File: config.mk
export PLATFORM = sky130hd
export DESIGN_NAME = led_pattern_gen
export DESIGN_NICKNAME = d
export VERILOG_FILES = /design/src/rtl/led_pattern_gen.sv
export SDC_FILE = /design/constraint.sdc
export NUM_CORES = 1
export LEC_CHECK = 0
export ABC_AREA = 1
export ABC_CLOCK_PERIOD_IN_PS = 2180
export CAP_MARGIN = 20
export CORE_ASPECT_RATIO = 0.6
export CORE_UTILIZATION = 60
export DETAILED_ROUTE_END_ITERATION = 8
export PLACE_DENSITY = 0.79
export SETUP_SLACK_MARGIN = 0.05
export SLEW_MARGIN = 40
export SYNTH_ARGS = -nofsm -noshare
export SYNTH_HDL_FRONTEND = slang
export SYNTH_SLANG_ARGS = --single-unit
File: constraint.sdc
create_clock -name sys_clk -period 2.18 [get_ports sys_clk]
set_input_delay 0.436 -clock sys_clk [delete_from_list [all_inputs] [get_ports sys_clk]]
set_output_delay 0.436 -clock sys_clk [all_outputs]
set_load 0.1 [all_outputs]
File: src/rtl/led_pattern_gen.sv
`default_nettype none
// ============================================================================
//  Module      : led_pattern_gen
//  Description : Prescaled LED / analyzer pattern source with a debounced
//                mode button (up, down, single-bit scan, hold).
//  Revision    : 1.0 - initial release
// ============================================================================
module led_pattern_gen #(
   parameter int CNT_W        = 8,
   parameter int PRESCALE     = 13_500_000,
   parameter int DEBOUNCE_CYC = 270_000
) (
   input  logic             sys_clk,
   input  logic             sys_rst,
   input  logic             btn_n,
   input  logic             en,
   output logic [CNT_W-1:0] counter,
   output logic             trig,
   output logic             tick,
   output logic [1:0]       mode,
   output logic             led_n
);

   localparam int PRE_W = (PRESCALE > 1) ? $clog2(PRESCALE) : 1;
   localparam int DB_W  = $clog2(DEBOUNCE_CYC + 1);

   localparam logic [PRE_W-1:0] C_PRE_LAST = PRE_W'(PRESCALE - 1);
   localparam logic [DB_W-1:0]  C_DB_LAST  = DB_W'(DEBOUNCE_CYC - 1);

   localparam logic [1:0] ST_UP   = 2'd0;
   localparam logic [1:0] ST_DOWN = 2'd1;
   localparam logic [1:0] ST_SCAN = 2'd2;
   localparam logic [1:0] ST_HOLD = 2'd3;

   localparam logic DIR_LEFT  = 1'b0;
   localparam logic DIR_RIGHT = 1'b1;

   logic [PRE_W-1:0] pre_q;
   logic             tick_q;
   logic             btn_meta_q;
   logic             btn_sync_q;
   logic             btn_acc_q;
   logic [DB_W-1:0]  db_q;
   logic [1:0]       state_q, state_d;
   logic [CNT_W-1:0] cnt_q, cnt_d;
   logic             dir_q, dir_d;
   logic             trig_q, trig_d;
   logic             led_n_q;

   logic             w_mismatch;
   logic             w_db_done;
   logic             w_btn_evt;

   // Prescaler: tick is a registered strobe one cycle after the last count
   always_ff @(posedge sys_clk) begin
      if (sys_rst) begin
         pre_q  <= '0;
         tick_q <= 1'b0;
      end else begin
         tick_q <= en && (pre_q == C_PRE_LAST);
         if (en) begin
            pre_q <= (pre_q == C_PRE_LAST) ? '0 : pre_q + PRE_W'(1);
         end
      end
   end

   assign w_mismatch = (btn_sync_q != btn_acc_q);
   assign w_db_done  = w_mismatch && (db_q == C_DB_LAST);
   assign w_btn_evt  = w_db_done && !btn_sync_q;

   always_ff @(posedge sys_clk) begin
      if (sys_rst) begin
         btn_meta_q <= 1'b1;
         btn_sync_q <= 1'b1;
         btn_acc_q  <= 1'b1;
         db_q       <= '0;
      end else begin
         btn_meta_q <= btn_n;
         btn_sync_q <= btn_meta_q;
         if (w_db_done) begin
            btn_acc_q <= btn_sync_q;
            db_q      <= '0;
         end else if (w_mismatch) begin
            db_q <= db_q + DB_W'(1);
         end else begin
            db_q <= '0;
         end
      end
   end

   always_ff @(posedge sys_clk) begin
      if (sys_rst) begin
         state_q <= ST_UP;
      end else begin
         state_q <= state_d;
      end
   end

   always_comb begin
      state_d = state_q;
      if (w_btn_evt) begin
         case (state_q)
            ST_UP:   state_d = ST_DOWN;
            ST_DOWN: state_d = ST_SCAN;
            ST_SCAN: state_d = ST_HOLD;
            default: state_d = ST_UP;
         endcase
      end
   end

   // A mode change takes priority over a coincident step, which is dropped
   always_comb begin
      cnt_d  = cnt_q;
      dir_d  = dir_q;
      trig_d = 1'b0;
      if (w_btn_evt) begin
         if (state_d == ST_SCAN) begin
            cnt_d = CNT_W'(1);
            dir_d = DIR_LEFT;
         end
      end else if (tick_q) begin
         case (state_q)
            ST_UP: begin
               cnt_d  = cnt_q + CNT_W'(1);
               trig_d = (cnt_d == '0);
            end
            ST_DOWN: begin
               cnt_d  = cnt_q - CNT_W'(1);
               trig_d = &cnt_d;
            end
            ST_SCAN: begin
               if (dir_q == DIR_LEFT) begin
                  cnt_d = cnt_q << 1;
                  if (cnt_d[CNT_W-1]) begin
                     dir_d = DIR_RIGHT;
                  end
               end else begin
                  cnt_d = cnt_q >> 1;
                  if (cnt_d == CNT_W'(1)) begin
                     dir_d  = DIR_LEFT;
                     trig_d = 1'b1;
                  end
               end
            end
            default: begin
               cnt_d = cnt_q;
            end
         endcase
      end
   end

   always_ff @(posedge sys_clk) begin
      if (sys_rst) begin
         cnt_q   <= '0;
         dir_q   <= DIR_LEFT;
         trig_q  <= 1'b0;
         led_n_q <= 1'b1;
      end else begin
         cnt_q   <= cnt_d;
         dir_q   <= dir_d;
         trig_q  <= trig_d;
         led_n_q <= ~cnt_d[CNT_W-1];
      end
   end

   assign counter = cnt_q;
   assign trig    = trig_q;
   assign tick    = tick_q;
   assign mode    = state_q;
   assign led_n   = led_n_q;

endmodule
`default_nettype wire

* Word-level counts from Yosys, hierarchy flattened
Index checks and enable logic that the tools add are counted.
** Word-level totals
- Flip-flop bits (word level) :: 60
- Bits of input ports :: 4
- Output and inout port bits :: 13
- Word-level logic and storage cells :: 59
** Cells by class
- Add/sub/neg operators :: 4
- Equal/unequal tests :: 8
- Multiplexer cells :: 18
- Bitwise gates (word level) :: 3
- Reductions and logical operators :: 14
** Operator list (count)
- two-way mux 8 bit :: 4
- adder 24 x 1 -> 24 bit (second input constant) :: 1
- equality test 24 bit (second input constant) :: 1
- two-way mux 24 bit :: 1
- one-hot mux 8 bit (3 select lines) :: 1
- adder 19 x 1 -> 19 bit (second input constant) :: 1
- equality test 19 bit (second input constant) :: 1
- two-way mux 1 bit :: 9
- adder 8 x 1 -> 8 bit (second input constant) :: 1
- zero test 8 bit :: 1
- AND reduction 8 bit :: 1
- subtractor 8 x 1 -> 8 bit (second input constant) :: 1
- equality test 7 x 1 -> 1 bit (second input constant) :: 1
- one-hot mux 2 bit (3 select lines) :: 1
- AND reduction 3 bit :: 2
- OR reduction 3 bit :: 2
- equality test 2 bit (second input constant) :: 2
- nonzero test 2 bit :: 2
- nonzero test 4 bit :: 1
- logical AND 1 bit :: 3
- NOT 1 bit :: 3
- one-hot mux 1 bit (3 select lines) :: 1
- equality test 2 x 1 -> 1 bit (second input constant) :: 1
- zero test 2 bit :: 1
- other kinds (4) :: 4

* Longest topological paths before layout
Gate-level depths: netlist of the first run.
- Word-level depth :: 8
- Depth in mapped cells :: 12

* Worst setup path after synthesis of the first run
OpenSTA, ideal clock, no wires.
- Path type :: reg-to-reg
- Start :: register state_q[0] (netlist: mode[0])
- End :: register dir_q
- Setup time :: 0.115 ns
- Data arrival time :: 2.183 ns
- Data required time :: 2.065 ns
- Slack :: -0.118 ns
- Stages on the path, launching flop included :: 10
- Path buffers :: 1
- Clock period less this slack :: 2.298 ns
- Cells stage by stage :: dfxtp_1 -> inv_1 -> ha_1 -> clkbuf_1 -> nor2_1 -> nand4_1 -> nand2_1 -> nand3_1 -> nand2_1 -> nor2_1
** On the way
- Longest elaborated chain between the ends :: 6
** Ends and longest elaborated chain
- from (decl) :: line 44 : logic [1:0] state_q, state_d;
- from (signal assigned) :: line 95 : state_q <= state_d;
- equality test 2 bit, or another cell as far along :: line 102, 122
- one-hot mux 2 bit (3 select lines) :: line 102 : case (state_q)
- two-way mux 2 bit :: line 101 : if (w_btn_evt) begin
- equality test 2 bit :: line 117 : if (state_d == ST_SCAN) begin
- != test 2 x 1 -> 1 bit (no line)
- AND reduction 3 bit (no line) (*)
- to (signal assigned) :: line 160 : dir_q <= dir_d;
- to (decl) :: line 46 : logic dir_q, dir_d;
Mark *: on every way between the ends. The rest lies on a longest branch, timed or not.
A chain may end at the register's enable or synchronous reset.

* Worst setup path after layout of the first run
- Start :: register db_q[0]
- End :: register dir_q
** On the way
- Longest elaborated chain between the ends :: 7
** Ends and longest elaborated chain
- from (decl) :: line 43 : logic [DB_W-1:0] db_q;
- from (signal assigned) :: line 84 : db_q <= db_q + DB_W'(1);
- equality test 19 bit (*) :: line 68 : assign w_db_done = w_mismatch && (db_q == C_DB_LAST);
- logical AND 1 bit (*) :: line 68
- logical AND 1 bit (*) :: line 69 : assign w_btn_evt = w_db_done && !btn_sync_q;
- two-way mux 2 bit :: line 101
- equality test 2 bit :: line 117
- != test 2 x 1 -> 1 bit (no line)
- AND reduction 3 bit (no line)
Marked as above.

==> results of run 1 <==
[cells in the mapped netlist, types with 4 or more instances]
master     n  share of area, %
nor3_1    25               3.6
a21oi_1   29               4.2
nand2_1  116                13
ha_1       9               3.2
nand4_1   16               2.9
nor4_1     4              0.72
nand2_4    5               1.6
a21oi_2    5               1.3
xor2_1    14               3.5
nor2_2     4              0.72
a31oi_1    4              0.72
o21ai_0   13               1.9
nor2_1    82               8.9
inv_1     63               6.8
nand3_1   36               5.2
dfxtp_1   60                35
or2_2      4              0.72
buf_2      4              0.58
[routing by layer]
metal	global-route usage [%]	routed length, um
met5	0	0
met1	46.7	4490
met2	41.7	3430
met4	8.70	53
met3	7.49	852
[final timing paths]
path	to	slack, ns	cells past startpoint
setup / recovery	dir_q	0.25	11
hold / removal	btn_sync_q	0.41	1
setup reg to reg	dir_q	0.25	11
hold reg to reg	btn_sync_q	0.41	1
[worst register-to-register path: cells and delay by family, from the launching register on]
kind | cells | cell delay [ns]
adder cells (fa/ha/maj) | 1 | 0.22
AND/OR/NAND/NOR | 9 | 1.06
buffers and inverters | 1 | 0.15
flip-flops | 1 | 0.40
[kinds of logic after synthesis]
group	synth area share [%]
simple gates	39.8
xor+xnor	3.78
flops	34.6
compound gates	10.5
buf+inv	8.04
fa+ha+maj	3.24
[stage by stage]
| stage | total power (W) | std cells | util (%) | area, um^2 | hold WS, ns |
|---|---|---|---|---|---|
| 5_1_grt | 0.00225 | 643 | 71.7 | 3990 | 0.427 |
| 3_3_place_gp | 0.00118 | 627 | 68.0 | 3790 | 0.394 |
| 4_1_cts | 0.00220 | 643 | 71.7 | 3990 | 0.411 |
| 6_report | 0.00218 | 643 | 71.7 | 3990 | 0.410 |
| 2_1_floorplan | 0.00116 | 524 | - | 3480 | 0.389 |
| 3_5_place_dp | 0.00119 | 627 | 68.0 | 3790 | 0.401 |
[area by class of cell]
cell class              count  area [um^2]  share of cell area (%)
multi-input cells         391         1990                    49.9
flip-flops and latches     60         1200                    30.2
inverters                  66          248                    6.20
repair buffers             30          245                    6.14
clock buffers              12          155                    3.89
well taps                  80          100                    2.51
clock inverters             4         47.5                    1.19
[registers in the layout, indices dropped and copies added, names as in the netlist]
name        count
tick            1
dir_q           1
mode            2
counter         8
btn_sync_q      1
btn_meta_q      1
db_q           19
btn_acc_q       1
led_n           1
pre_q          24
trig            1
[power by group]
part | internal [W] | switching [W]
clock network | 0.000587 | 0.000432
logic | 0.0000218 | 0.0000356
registers | 0.00110 | 0.00000393
==> metrics.txt, run 1 <==
outcome complete, no violations; Tightest Pin Transition 0.554 ns; Hold Crit Class reg2reg; drt drc 0; Filler cells 481; EDFF count, synth 0; Inserted Diodes 0; Post-Syn Instances 524; number of port buffers 16; Tot GR Track Use 30.5%; WP data arrival 2.16 ns; commonest cells after routing, fill and taps aside nand2_1, nor2_1, inv_1; PnR worst setup slack 0.250 ns; DR vias/cell 5.53; Die W 100 um; CP Buf/Inv Count 1; initial antenna violation count 0; Crit path max-delay family simple AND/OR/NAND/NOR gates; PwrDens 546 nW/um^2; skew final 0.0110 ns; root buffer cell clkbuf_8; later-pin clock latency in the skew report 0.33 ns; share of cells above drive strength 1 12.4%; dpl ws 0.0486 ns; critical path peak fanout 5; Setup Buffers After CTS 0; global-route wire length before repair 14100 um; Synth Register Bits 60; row cnt 21; max incr delay on CP 0.40 ns; DR pass1 iterations 5; asr flop ratio synth 0%; Die ar. 6100 um^2; Slew HR 62.7%; Req. time, crit path 2.41 ns; Post-CTS Hold Buffers 0; total negative slack 0 ns; Ports 17; maximum level of the CTS H-tree 3; cts repair resizes 0; Critical path origin db_q[0]; period utilization 88.5%; RSZ-0062 raised after global routing false; Post-Syn Nets 537; Initial Utilization 62.3%; total routed wirelength 8820 um; Synth Warn # 0; layout net count 571; Area Overhead vs Synth 15.0%; Die H 60.9 um; # clock sinks 60; main flop type after synthesis dfxtp_1; Leakage 1.56 nW; Yosys cell types 37; worst-path cell chain ha_1, buf_4, nand3_1, nor2_1, nand3_1, nor2_1, nand4_1, nand2_1, nand3_1, nand2_1, nor2_1; CTS Buffer Depth 2; VDD IR max 0.391 mV; Final setup viols 0; max-cap violations 0; dpl hpwl 6730 um; most common cell after layout, fill and taps aside nand2_1; sequential area share after synthesis 34.6%; CTS buffer count 9; Core Region 5570 um^2; worst hold path startpoint btn_meta_q; slowest CP cell dfxtp_1; routed len/inst 13.7 um; Final ANT Viol Nets 0; CTS clk-pin slew, worst paths 0.07 ns; Setup crit start kind register; Setup CP Type reg2reg; reg2reg start db_q[0]; Via Count 3557; Overflow after GRT 0; Initial DRC Count 360; largest net degree at the start of global routing 20; synthesized cell area 3470 um^2; Worst setup EP type register; minimum clock period 1.93 ns; Final Wtd Congestion 0.946; CTS tree built; Final Max Slew Viols 0; vias in the first global route 2933; achievable frequency 0.518 GHz; final hold violations 0; mean post-synth cell area 6.63 um^2
No activity file was read; power rests on OpenSTA's default activity.
==> run 2: changes to the inputs <==
Settings changed: ABC_CLOCK_PERIOD_IN_PS 2180 to 1650, CORE_ASPECT_RATIO 0.6 to default, CORE_UTILIZATION 60 to 54, PLACE_DENSITY 0.79 to 0.76.
Clock period 2.18 ns to 1.65 ns, I/O delays scaled along.
==> run 2 against run 1 <==
Against the previous run:
- die area increased by 11%
- first-iteration DRC count decreased by 2.8%
- critical path type unchanged
- largest power group unchanged
- register-to-register slack got worse by 0.22 ns
- cell count increased by 5.4%
==> metrics.txt, run 2 (synthesized netlist as in run 1, its figures left out) <==
Core Region 6060 um^2 (was 5570 um^2); global-route wire length before repair 14700 um (was 14100 um); share of cells above drive strength 1 28.5% (was 12.4%); row cnt 28 (was 21); drt drc 0 (unchanged); CTS clk-pin slew, worst paths 0.07 ns (about the same); Final setup viols 0 (unchanged); VDD IR max 0.509 mV (was 0.391 mV); Tightest Pin Transition 0.457 ns (was 0.554 ns); # clock sinks 60 (unchanged); Req. time, crit path 1.88 ns (was 2.41 ns); reg2reg start mode[1] (was db_q[0]); Reg area 1240 um^2 (was 1200 um^2); vias in the first global route 3404 (was 2933); Die W 82.2 um (was 100 um); CTS buffer count 9 (unchanged); achievable frequency 0.617 GHz (was 0.518 GHz); Ports 17 (unchanged); root buffer cell clkbuf_8 (unchanged); Finished Cell Area 4740 um^2 (was 3990 um^2); Final Wtd Congestion 0.992 (was 0.946); layout net count 611 (was 571); Initial Utilization 57.3% (was 62.3%); period utilization 98.3% (was 88.5%); Leakage 1.86 nW (was 1.56 nW); PwrDens 625 nW/um^2 (was 546 nW/um^2); final hold violations 0 (unchanged); Setup CP Type reg2reg (unchanged); Tot GR Track Use 28.1% (was 30.5%); Die H 82.2 um (was 60.9 um); Slew HR 69.3% (was 62.7%); Via Count 3844 (was 3557); max-cap violations 0 (unchanged); Hold Path Stages 1 (unchanged); Initial DRC Count 350 (was 360); Filler cells 414 (was 481); later-pin clock latency in the skew report 0.34 ns (was 0.33 ns); dpl ws -0.296 ns (was 0.0486 ns); Util after Layout 78.2% (was 71.7%); Setup crit start kind register (unchanged); CTS tree built (unchanged); initial antenna violation count 0 (unchanged); reg-to-reg critical path endpoint dir_q (unchanged); Largest Register pre_q (unchanged); worst hold endpoint btn_sync_q (unchanged); max reg flops 24 (unchanged); R2R depth 8 (was 11); dpl hpwl 6470 um (was 6730 um); RSZ-0062 raised after global routing true (was false); Final ANT Viol Nets 0 (unchanged); CTS Buffer Depth 2 (unchanged); worst hold path startpoint btn_meta_q (unchanged); Inserted Diodes 0 (unchanged); PnR worst setup slack 0.0285 ns (was 0.250 ns); number of port buffers 16 (unchanged); total routed wirelength 9540 um (was 8820 um); Final Max Slew Viols 0 (unchanged); outcome complete, no violations (unchanged); largest net degree at the start of global routing 13 (was 20); maximum level of the CTS H-tree 3 (unchanged); Worst setup EP type register (unchanged); placed inst area 4210 um^2 (was 3790 um^2); DR vias/cell 5.67 (was 5.53); WP data arrival 1.85 ns (was 2.16 ns); critical path peak fanout 6 (was 5); Overflow after GRT 0 (unchanged); skew final 0.00977 ns (was 0.0110 ns); Hold Crit Class reg2reg (unchanged); DR pass1 iterations 5 (unchanged); most common cell after layout, fill and taps aside nand2_1 (unchanged); reg2reg setup slack 0.03 ns (was 0.25 ns); routed len/inst 14.1 um (was 13.7 um); Critical path origin mode[1] (was db_q[0]); area of the multi-input gates 2220 um^2 (was 1990 um^2); commonest cells after routing, fill and taps aside nand2_1, nor2_1, inv_1 (unchanged); minimum clock period 1.62 ns (was 1.93 ns); Area Overhead vs Synth 36.6% (was 15.0%); Die ar. 6750 um^2 (was 6100 um^2)
==> run 2: cell types whose count changed in the layout (fill, tap and decap cells not counted), moves of 6 or more <==
cell and delta:
dfxtp_4 +6, nor2_2 +6, dfxtp_2 +13, nand2_1 -7, dfxtp_1 -19, buf_4 +26
nand2_2 +6, inv_1 -7, buf_12 +12, nor2_1 -11
==> run 2: metal layers <==
layer  part of all wire (%)  vias to the layer above  global-route usage (%)  wire, um
li1                       -                     1854                       -         -
met1                     42                     1754                    33.7      3970
met2                     49                      195                    48.0      4680
met3                    6.3                       41                    6.48       603
met4                    3.0                        0                    11.4       286
met5                      0                        -                       0         0
==> run 2: worst max-delay path, stage by stage, from the launching register on <==
cell and delay, ns:
dfxtp_4 0.39, inv_1 0.08, ha_1 0.29, nor2_1 0.20, nand4_1 0.21, nand2_1 0.17
nand3_1 0.08, nand2_1 0.07, nor2_1 0.04
==> run 2: report_power, final <==
group	switching, W	internal [W]	leakage, nW
Sequential	0.00000638	0.00145	0.497
Combinational	0.0000549	0.0000451	1.25
Clock	0.000583	0.000830	0.114
Total	0.000645	0.00232	1.86
==> run 2: per-stage QoR <==
stage / hold WS, ns / TNS, ns / std cells / power [W]
2_1_floorplan: 0.389 / 0 / 524 / 0.00153
6_report: 0.414 / 0 / 678 / 0.00297
3_5_place_dp: 0.419 / -2.99 / 653 / 0.00157
3_3_place_gp: 0.402 / -1.56 / 653 / 0.00157
4_1_cts: 0.425 / 0 / 673 / 0.00299
5_1_grt: 0.446 / -0.0849 / 678 / 0.00308
==> run 2: timing repair <==
action,CTS,global route
endpoints found under the hold margin,0,0
setup endpoints to repair,26,37
resized for setup,22,45
hold buffers,0,0
buffers inserted,4,5
pin swaps,11,19
==> run 2: area by class of cell <==
cell class / instances / area share [%]
timing repair buffer: 70 / 14.9
clock buffer: 12 / 3.48
inverter: 66 / 5.38
clock inverter: 4 / 1.13
multi-input combinational: 391 / 46.9
tap: 75 / 1.98
sequential: 60 / 26.2
==> run 2: worst max-delay path by stage <==
| stage | cells after the start | end |
|---|---|---|
| after floorplan | 9 | dir_q |
| after global placement | 10 | pre_q[18] |
| after detailed placement | 10 | pre_q[18] |
| after CTS | 12 | pre_q[18] |
| after global routing | 11 | dir_q |
| final | 8 | dir_q |
